===== src/rtl/jtag_master_ctrl_if.sv =====
// jtag_master_ctrl_if: command/response handshake bundle between a command source and jtag_master_ctrl
interface jtag_master_ctrl_if #(
  parameter int MAX_LEN = 64
);
  logic cmd_valid;
  logic cmd_ready;
  logic [1:0] cmd_op;
  logic [6:0] cmd_len;
  logic [MAX_LEN-1:0] cmd_data;
  logic rsp_valid;
  logic rsp_ready;
  logic [MAX_LEN-1:0] rsp_data;
  modport master (
    output cmd_valid, cmd_op, cmd_len, cmd_data, rsp_ready,
    input  cmd_ready, rsp_valid, rsp_data
  );
  modport slave (
    input  cmd_valid, cmd_op, cmd_len, cmd_data, rsp_ready,
    output cmd_ready, rsp_valid, rsp_data
  );
endinterface


===== src/rtl/jtag_master_ctrl.sv =====
// jtag_master_ctrl: 1149.1 TAP sequencer driven by a command/response handshake; JTAG_MASTER_IDLE_PAD_EN adds RTI padding after shifts
module jtag_master_ctrl #(
  parameter int TCK_DIV = 2,
  parameter int MAX_LEN = 64
`ifdef JTAG_MASTER_IDLE_PAD_EN
  , parameter int PAD_CYCLES = 4
`endif
) (
  input  logic clk,
  input  logic reset_n,
  jtag_master_ctrl_if.slave bus,
  output logic tck,
  output logic tms,
  output logic tdi,
  input  logic tdo,
  output logic busy
);
  localparam int IW = (MAX_LEN > 1) ? $clog2(MAX_LEN) : 1;
  localparam int DW = (TCK_DIV > 1) ? $clog2(TCK_DIV) : 1;
  localparam logic [DW-1:0] DIV_LAST = DW'(TCK_DIV - 1);
  localparam logic [6:0] LEN_MAX = 7'(MAX_LEN);
  localparam logic [1:0] OP_RESET = 2'd0;
  localparam logic [1:0] OP_IR = 2'd1;
  localparam logic [1:0] OP_DR = 2'd2;
  typedef enum logic [2:0] {
    INIT, IDLE, HDR, SHIFT, TAIL,
`ifdef JTAG_MASTER_IDLE_PAD_EN
    PAD,
`endif
    RESP
  } state_e;
  state_e state, state_d;
  logic [6:0] cnt, cnt_d, last_idx, len_q, len_n;
  logic [1:0] op_q, op_n;
  logic [MAX_LEN-1:0] data_q, data_n, rsp_q;
  logic [DW-1:0] div;
  logic run, tick, rise, fall, accept, last, tms_d, tdi_d;
  // cnt indexes the current tck within the current state; tck only runs outside IDLE/RESP
  assign run = state != IDLE && state != RESP;
  assign tick = run && div == DIV_LAST;
  assign rise = tick && !tck;
  assign fall = tick && tck;
  assign accept = state == IDLE && bus.cmd_valid;
  assign op_n = accept ? bus.cmd_op : op_q;
  assign len_n = accept ? ((bus.cmd_len > LEN_MAX) ? LEN_MAX : bus.cmd_len) : len_q;
  assign data_n = accept ? bus.cmd_data : data_q;
  assign bus.rsp_data = rsp_q;
  // state register; reset lands in INIT so the TAP is walked to RTI after every reset
  always_ff @(posedge clk or negedge reset_n)
    if (!reset_n) begin
      state <= INIT;
      cnt <= '0;
    end else begin
      state <= state_d;
      cnt <= cnt_d;
    end
  // next step: advance on each falling tck edge, or on handshakes outside the tck sequence
  always_comb begin
    state_d = state;
    cnt_d = cnt;
    last_idx = 7'd1;
    case (state)
      INIT: last_idx = 7'd5;
      HDR: last_idx = (op_q == OP_IR) ? 7'd3 : (op_q == OP_DR) ? 7'd2 : (op_q == OP_RESET) ? 7'd5 : len_q - 7'd1;
      SHIFT: last_idx = len_q - 7'd1;
`ifdef JTAG_MASTER_IDLE_PAD_EN
      PAD: last_idx = 7'(PAD_CYCLES - 1);
`endif
      default: ;
    endcase
    last = cnt == last_idx;
    case (state)
      IDLE: if (accept) begin
        state_d = (op_n != OP_RESET && len_n == 7'd0) ? RESP : HDR;
        cnt_d = '0;
      end
      RESP: if (bus.rsp_ready) state_d = IDLE;
      default: if (fall) begin
        cnt_d = last ? 7'd0 : cnt + 7'd1;
        if (last)
          case (state)
            INIT: state_d = IDLE;
            HDR: state_d = (op_q == OP_IR || op_q == OP_DR) ? SHIFT : RESP;
            SHIFT: state_d = TAIL;
`ifdef JTAG_MASTER_IDLE_PAD_EN
            TAIL: state_d = PAD;
`endif
            default: state_d = RESP;
          endcase
      end
    endcase
  end
  // outputs; tms/tdi are precomputed from the next step so they register exactly when tck falls or a sequence starts
  always_comb begin
    bus.cmd_ready = state == IDLE;
    bus.rsp_valid = state == RESP;
    busy = state != IDLE;
    tms_d = 1'b0;
    case (state_d)
      INIT: tms_d = cnt_d < 7'd5;
      HDR: tms_d = (op_n == OP_RESET) ? cnt_d < 7'd5 : (op_n == OP_IR) ? cnt_d < 7'd2 : (op_n == OP_DR) ? cnt_d == 7'd0 : 1'b0;
      SHIFT: tms_d = cnt_d == len_n - 7'd1;
      TAIL: tms_d = cnt_d == 7'd0;
      default: ;
    endcase
    tdi_d = (state_d == SHIFT) ? data_n[cnt_d[IW-1:0]] : 1'b0;
  end
  // tck divider, pin registers, command latch and tdo capture on rising tck
  always_ff @(posedge clk or negedge reset_n)
    if (!reset_n) begin
      div <= '0;
      tck <= 1'b0;
      tms <= 1'b1;
      tdi <= 1'b0;
      op_q <= '0;
      len_q <= '0;
      data_q <= '0;
      rsp_q <= '0;
    end else begin
      div <= (!run || tick) ? '0 : div + 1'b1;
      tck <= tck ^ tick;
      tms <= tms_d;
      tdi <= tdi_d;
      op_q <= op_n;
      len_q <= len_n;
      data_q <= data_n;
      if (accept) rsp_q <= '0;
      else if (state == SHIFT && rise) rsp_q[cnt[IW-1:0]] <= tdo;
    end
endmodule


===== src/flat_wrapper.sv =====
// flat-port wrapper written by rule: the top's interface ports become plain ports
module jtag_master_ctrl_flat 
#(
  parameter int TCK_DIV = 2,
  parameter int MAX_LEN = 64

)
  (clk, reset_n, tck, tms, tdi, tdo, busy, bus_cmd_valid, bus_cmd_op, bus_cmd_len, bus_cmd_data, bus_rsp_ready, bus_cmd_ready, bus_rsp_valid, bus_rsp_data);
  jtag_master_ctrl_if #(.MAX_LEN(MAX_LEN)) bus_i ();
  input  logic clk;
  input  logic reset_n;
  output logic tck;
  output logic tms;
  output logic tdi;
  input  logic tdo;
  output logic busy;
  input wire logic [$bits(bus_i.cmd_valid)-1:0] bus_cmd_valid;
  input wire logic [$bits(bus_i.cmd_op)-1:0] bus_cmd_op;
  input wire logic [$bits(bus_i.cmd_len)-1:0] bus_cmd_len;
  input wire logic [$bits(bus_i.cmd_data)-1:0] bus_cmd_data;
  input wire logic [$bits(bus_i.rsp_ready)-1:0] bus_rsp_ready;
  output wire logic [$bits(bus_i.cmd_ready)-1:0] bus_cmd_ready;
  output wire logic [$bits(bus_i.rsp_valid)-1:0] bus_rsp_valid;
  output wire logic [$bits(bus_i.rsp_data)-1:0] bus_rsp_data;
  assign bus_i.cmd_valid = bus_cmd_valid;
  assign bus_i.cmd_op = bus_cmd_op;
  assign bus_i.cmd_len = bus_cmd_len;
  assign bus_i.cmd_data = bus_cmd_data;
  assign bus_i.rsp_ready = bus_rsp_ready;
  assign bus_cmd_ready = bus_i.cmd_ready;
  assign bus_rsp_valid = bus_i.rsp_valid;
  assign bus_rsp_data = bus_i.rsp_data;
  jtag_master_ctrl #(.TCK_DIV(TCK_DIV), .MAX_LEN(MAX_LEN)) u_core (.clk(clk), .reset_n(reset_n), .bus(bus_i), .tck(tck), .tms(tms), .tdi(tdi), .tdo(tdo), .busy(busy));
endmodule

===== config.mk =====
export PLATFORM = sky130hd
export DESIGN_NAME = jtag_master_ctrl_flat
export DESIGN_NICKNAME = d
export VERILOG_FILES = /design/src/rtl/jtag_master_ctrl_if.sv /design/src/rtl/jtag_master_ctrl.sv /design/src/flat_wrapper.sv
export SDC_FILE = /design/constraint.sdc
export NUM_CORES = 1
export LEC_CHECK = 0
export ABC_AREA = 1
export CAP_MARGIN = 20
export CORE_MARGIN = 10
export CORE_UTILIZATION = 28
export DETAILED_ROUTE_END_ITERATION = 12
export PLACE_DENSITY = 0.5
export SLEW_MARGIN = 20
export SYNTH_ARGS = -nofsm -noshare
export SYNTH_HDL_FRONTEND = slang
export SYNTH_SLANG_ARGS = --single-unit

===== constraint.sdc =====
create_clock -name clk -period 5.1 [get_ports clk]
set_input_delay 0.765 -clock clk [delete_from_list [all_inputs] [get_ports clk]]
set_output_delay 0.765 -clock clk [all_outputs]
set_load 0.05 [all_outputs]

==> reports/qor.yml, run 1 <==
run_status:
  status: "finished clean"
layout:
  layout-drive-gt1-share_pct: 6.788
  fill_cells: 3092
  nNetsFinal: 1341
  fin_util_pct: 36.91
  ff_latch_area_um2: 3780
  stdcell_count: 1651
  area_growth_syn_to_layout_pct: 29.12
  multi_input_area_um2: 3746
  num_antenna_cells: 0
  final_area_um2: 10650
place:
  dp_hpwl_mm: 19.25
  placed_cells: 1620
  dpl_cell_area_um2: 10070
  port_buffers: 147
  dp_slack_ns: 1.168
  gp_congestion: 0.8087
yosys:
  ys_top_cells_by_count: "nand2_1 (435), dfrtp_1 (150), nand3_1 (127), inv_1 (118), o21ai_0 (73)"
  synth-seq-cells: 151
  synth_area_leader_cell: "dfrtp_1"
  synthFlopType: "dfrtp_1"
  yosysWarnings: 0
  synth.distinct_cells: 46
  synth_area_leaders: "dfrtp_1 (45%), nand2_1 (20%), nand3_1 (7.7%), inv_1 (5.4%), o21ai_0 (4.4%)"
  avgSynthCellArea_um2: 7.314
  synth_most_common_cell: "nand2_1"
  synth_nets: 1214
  netlist.area_leader.share_pct: 45.50
  ys_async_sr_fraction_pct: 100.0
  yosysSeqAreaShare_pct: 45.81
  syn_area_um2: 8250
  netlist_instances: 1128
  synth_edf_count: 0
floorplanning:
  ios: 148
  core_area_um2: 28860
  die_h_um: 191.7
  die_x_um: 191.7
  start_util_pct: 28.59
  dieArea_um2: 36730
  placementRows: 62
detailed_routing:
  first_pass_iters: 5
  wl_met2_mm: 12.46
  drt_wl_total_mm: 27.48
  routedWlPerCell_um: 16.64
  routed.top_layer: "met4"
  routed-wl-met3_mm: 1.432
  antenna_left: 0
  drt_iter0_drc: 614
  drc: 0
  post_drt_via_cell_ratio: 4.639
  vias: 7659
  wl_met1_mm: 13.15
sta:
  setup_viol: 0
  finalWorstPathRequiredPeriod_ns: 3.799
  finClkSkew_ns: 0.01121
  fmax_mhz: 263.2
  max_slew_margin_pct: 34.80
  worst_pin_slew_ns: 0.9744
  finalCritPeriodShare_pct: 74.49
  finalWorstSetupSlack_ns: 1.301
  hold_viol: 0
  hold_slack_ns: 0.3909
  rsz0062_at_grt: "false"
  maxSlewViolCount: 0
  setup-tns-final_ns: 0
power_and_ir_drop:
  power_frac_seq_pct: 27.1
  p_sw_share_pct: 50.01
  p_clk_share_pct: 17.1
  power.internal_mw: 3.801
  comb_power_share_pct: 55.8
  leakage_nw: 5.516
  pwr_density_cell_nw_per_um2: 713.7
  power.net_switching_mw: 3.802
  power_mw: 7.603
  peakVddDrop_mv: 0.2392
critical_path:
  end_kind: "register"
  regToRegSetupSlack_ns: 1.30
  worstSetupStartpointType: "register"
  reg2regPathDepth: 20
  critPathKind: "register to register"
  critPathMaxFanout: 25
  rr_startpoint: "u_core.state[0]"
  required_ns: 5.43
  slowest_stage: "o21bai_4"
  cpPeakStageDelay_ns: 0.56
  path_common_cell: "nand3_1"
  cp.arrival_ns: 4.12
  r2r_end: "u_core.tdi"
  cp_cell_sequence: "inv_2 > nor2_4 > nor2_1 > ha_1 > inv_1 > a21oi_1 > nand2_1 > nor2_1 > nand3_1 > o21bai_4 > nand2_4 > buf_4 > nand2_1 > nand3_1 > nand3_1 > nand3_1 > nand3_1 > nand3_1 > nand2_1 > nor2_1"
clock_tree:
  worstSkewPairLatency_ns: 0.43
  cts.sinks: 151
  cts_hold_buf: 0
  post_cts_buffers: 0
  htreeDepth: 4
  root_buffer: "clkbuf_16"
  cts_resized: 0
  cts_buffer_depth: 2
  tritoncts: "yes"
  path_clk_slew_ns: 0.07
  cts_made_buffers: 17
job:
  max-cap-violations: 0
hold_path:
  min_path_type: "input pin to asynchronous set/reset pin"
global_routing:
  globalRoute.totalOverflow: 0
  grt_max_degree: 87
  grt_util_all_layers_pct: 15.10
  grt_pass1_vias: 7613
  grt_pass1_wl_mm: 43.66
  antenna_found_initial: 0
==> power by group through the flow <==
stage | Combinational (mW) | Sequential, mW | Clock (mW)
after floorplan | 2.29 | 2.73 | 0
after global placement | 4.24 | 2.09 | 0
after detailed placement | 4.26 | 2.09 | 0
after CTS | 4.28 | 2.07 | 1.33
after global routing | 4.68 | 2.12 | 1.39
final | 4.24 | 2.06 | 1.30
==> area by class of cell <==
type / count / share of cell area, %
Timing Repair Buffer: 159 / 14.67
Multi-Input combinational cell: 795 / 35.17
Clock inverter: 14 / 1.515
Tap cell: 384 / 4.510
Clock buffer: 17 / 3.993
Sequential cell: 151 / 35.48
Inverter: 131 / 4.663
==> worst max-delay path, delay by kind of cell, from the launching register on <==
| kind | cells | cell delay, ns |
|---|---|---|
| flops | 1 | 0.43 |
| compound gates | 2 | 0.78 |
| simple gates | 14 | 1.52 |
| buf+inv | 3 | 0.61 |
| fa+ha+maj | 1 | 0.33 |
==> state kept, by name, summed over array words and instances, names as in the netlist <==
name,flops
u_core.state,3
u_core.bus.rsp_data,64
u_core.tms,1
u_core.tck,1
u_core.data_q,64
u_core.len_q,7
u_core.tdi,1
u_core.div,1
u_core.op_q,2
u_core.cnt,7
==> cells in the final DEF (no fill, tap or decap), types with 2 or more instances in the layout <==
cell type,synthesis,routed
nand3_1,127,127
o21ai_0,73,73
xor2_1,7,7
buf_4,3,12
mux2i_1,5,5
nor2_4,2,2
nor3_2,1,4
inv_4,2,2
inv_1,118,118
o22ai_1,3,3
a31oi_1,4,4
nand4_1,28,28
o22ai_2,3,3
inv_2,10,10
ha_1,8,8
nor2_1,39,38
xnor2_1,4,4
nor2_2,4,5
clkinvlp_4,0,2
nand2_4,2,2
bufinv_16,0,2
dfrtp_1,150,150
nor4_1,2,2
o21ai_2,3,3
nand2_1,435,435
clkdlybuf4s50_1,0,146
a21oi_1,8,8
nand3_2,3,3
inv_6,0,8
nor3_1,20,17
clkbuf_16,0,17
==> worst max-delay path by stage <==
stage,start,slack (ns),endpoint
6_report,u_core.state[0],1.30,u_core.tdi
5_1_grt,u_core.state[0],0.90,u_core.tdi
4_1_cts,u_core.state[0],1.33,u_core.tdi
3_5_place_dp,bus_cmd_valid,1.17,u_core.tms
3_3_place_gp,bus_cmd_valid,1.21,u_core.tdi
2_1_floorplan,bus_cmd_valid,2.45,u_core.tms
==> logic make-up after synthesis <==
logic type,count (synthesis),share of synthesized area [%]
compound gates,103,7.340
xor+xnor,11,1.168
fa+ha+maj,8,1.213
buf+inv,182,8.993
flops,151,45.81
mux,5,0.6066
simple gates,668,34.87
==> metal layers <==
metal  up-vias  GRT usage, %
met3        29         3.156
met1      3571         20.66
met2       196         23.34
met4         0         4.778
met5         -             0
li1       3863             -
No activity file was read; power rests on OpenSTA's default activity.
==> run 2: changes to the inputs <==
clock period = 3.9 ns   (was 5.1 ns; I/O delays follow)
==> run 2 against run 1 <==
Design area increased by 1.1%. Combinational power grew 32%. Global-route usage fell by 0.13 points. First-iteration DRC count increased by 2.3%. Sequential share of layout area is 0.38 points lower. Clock skew increased by 0.0049 ns. Register-to-register slack worse by 0.63 ns. Via count up 0.18%. Critical path type unchanged. Critical endpoint unchanged. Largest power group unchanged.
==> reports/qor.yml, run 2 (synthesis results as in run 1) <==
place:
  gp_congestion: 0.8197  # was 0.8087
  dp_hpwl_mm: 19.23  # was 19.25 mm
  port_buffers: 147  # unchanged
global_routing:
  grt_pass1_vias: 7581  # was 7,613
  antenna_found_initial: 0  # unchanged
  globalRoute.totalOverflow: 0  # unchanged
  grt_util_all_layers_pct: 14.97  # was 15.10%
  grt_max_degree: 98  # was 87
  grt_pass1_wl_mm: 43.39  # was 43.66 mm
sta:
  fmax_mhz: 309.6  # was 263.2 MHz
  max_slew_margin_pct: 32.96  # was 34.80%
  maxSlewViolCount: 0  # unchanged
  finalWorstPathRequiredPeriod_ns: 3.230  # was 3.799 ns
  setup_viol: 0  # unchanged
  rsz0062_at_grt: "false"  # unchanged
  finalCritPeriodShare_pct: 82.83  # was 74.49%
  finClkSkew_ns: 0.01616  # was 0.01121 ns
  setup-tns-final_ns: 0  # unchanged
  hold_viol: 0  # unchanged
  worst_pin_slew_ns: 1.006  # was 0.9744 ns
power_and_ir_drop:
  pwr_density_cell_nw_per_um2: 930.5  # was 713.7 nW/um2
  peakVddDrop_mv: 0.4491  # was 0.2392 mV
  leakage_nw: 5.575  # was 5.516 nW
critical_path:
  crit_family: "simple AND/OR/NAND/NOR gates"  # unchanged
  slowest_stage: "a21oi_4"  # was o21bai_4
  cp_num_buf_inv: 2  # was 3
  cpPeakStageDelay_ns: 0.51  # was 0.56 ns
  critPathMaxFanout: 17  # was 25
  path_common_cell: "nand3_1"  # unchanged
  cp_cell_sequence: "inv_2 > nor2_4 > nor2_1 > ha_1 > inv_1 > a21oi_1 > nand3_1 > nor2_1 > nand3_4 > a21oi_4 > nand3_1 > nand3_1 > nand3_1 > nand3_1 > nand2_1 > nor2_1 > nor2_1"  # was inv_2 > nor2_4 > nor2_1 > ha_1 > inv_1 > a21oi_1 > nand2_1 > nor2_1 > nand3_1 > o21bai_4 > nand2_4 > buf_4 > nand2_1 > nand3_1 > nand3_1 > nand3_1 > nand3_1 > nand3_1 > nand2_1 > nor2_1
  worstSetupStartpointType: "register"  # unchanged
  cp.arrival_ns: 3.57  # was 4.12 ns
  critPathKind: "register to register"  # unchanged
  crit_path_start: "u_core.state[0]"  # unchanged
  end_kind: "register"  # unchanged
  required_ns: 4.23  # was 5.43 ns
  rr_startpoint: "u_core.state[0]"  # unchanged
layout:
  mostFrequentLayoutCell: "nand2_1"  # unchanged
  area_growth_syn_to_layout_pct: 30.50  # was 29.12%
  nNetsFinal: 1347  # was 1,341
  final_cell_mix: "nand2_1 (435), dfrtp_1 (150), clkdlybuf4s50_1 (146)"  # unchanged
  fin_util_pct: 37.31  # was 36.91%
  fill_cells: 3032  # was 3,092
  layout-drive-gt1-share_pct: 7.221  # was 6.788%
clock_tree:
  worstSkewPairLatency_ns: 0.44  # was 0.43 ns
  path_clk_slew_ns: 0.08  # was 0.07 ns
  root_buffer: "clkbuf_16"  # unchanged
  cts.sinks: 151  # unchanged
  tritoncts: "yes"  # unchanged
  post_cts_buffers: 0  # unchanged
  cts_buffer_depth: 2  # unchanged
  cts_hold_buf: 0  # unchanged
  cts_made_buffers: 17  # unchanged
  cts_resized: 0  # unchanged
  htreeDepth: 4  # unchanged
floorplanning:
  start_util_pct: 28.59  # unchanged
  placementRows: 62  # unchanged
  die_h_um: 191.7  # unchanged
  ios: 148  # unchanged
  dieArea_um2: 36730  # unchanged
  core_area_um2: 28860  # unchanged
  die_x_um: 191.7  # unchanged
detailed_routing:
  routedWlPerCell_um: 16.34  # was 16.64 um
  drt_iter0_drc: 628  # was 614
  drc: 0  # unchanged
  post_drt_via_cell_ratio: 4.625  # was 4.639
  vias: 7673  # was 7,659
  antenna_left: 0  # unchanged
  drt_wl_total_mm: 27.11  # was 27.48 mm
  first_pass_iters: 7  # was 5
job:
  max-cap-violations: 0  # unchanged
run_status:
  status: "finished clean"  # unchanged
hold_path:
  min_path_type: "input pin to asynchronous set/reset pin"  # unchanged
run 2: where the power goes:
group          switching, mW  internal (mW)
clock                  0.816          0.933
combinational           3.81           1.79
sequential             0.404           2.26
total                   5.03           4.99
run 2: metal layers:
layer / routed length (um) / global-route usage [%] / share of wire (%) / vias up
met1: 12760 / 20.24 / 47 / 3566
met2: 12480 / 23.37 / 46 / 204
li1: - / - / - / 3885
met4: 318 / 4.026 / 1.2 / 0
met3: 1557 / 3.645 / 5.7 / 18
met5: 0 / 0 / 0 / -
run 2: cell type report:
type                            count  area, um2  area share [%]
Tap cell                          384      480.5           4.463
Clock inverter                     15      207.7           1.929
Clock buffer                       17      425.4           3.951
Multi-Input combinational cell    795       3741           34.75
Inverter                          131      496.7           4.614
Timing Repair Buffer              165       1633           15.17
Sequential cell                   151       3780           35.11
Antenna cell                        1      2.502         0.02324
run 2: worst paths after layout:
path	endpoint	slack, ns	cells after the start
worst min-delay path	u_core.bus.rsp_data[58]	0.22	1
max in group asynchronous	u_core.tms	2.84	2
worst min register to register	u_core.div	0.43	1
worst max-delay path	u_core.tdi	0.67	17
min in group clk	u_core.div	0.43	1
worst max register to register	u_core.tdi	0.67	17
run 2: worst register-to-register path, cell delays in order, from the launching register on:
cell and delay, ns:
dfrtp_1 0.42, inv_2 0.15, nor2_4 0.09, nor2_1 0.14, ha_1 0.32, inv_1 0.12, a21oi_1 0.17, nand3_1 0.10
nor2_1 0.17, nand3_4 0.17, a21oi_4 0.52, nand3_1 0.16, nand3_1 0.17, nand3_1 0.11, nand3_1 0.12, nand2_1 0.05
nor2_1 0.09, nor2_1 0.05
run 2: stage by stage:
stage | worst slack, ns | power [mW] | hold slack, ns | cell area [um2] | instances
5_1_grt | 0.3099 | 10.82 | 0.3379 | 10760 | 1658
3_3_place_gp | 0.5694 | 8.313 | 0.4209 | 10130 | 1626
2_1_floorplan | 1.381 | 6.559 | 0.2894 | 8250 | 1128
3_5_place_dp | 0.4793 | 8.343 | 0.4212 | 10130 | 1626
4_1_cts | 0.6613 | 10.14 | 0.3090 | 10760 | 1658
6_report | 0.6697 | 10.02 | 0.2248 | 10770 | 1659
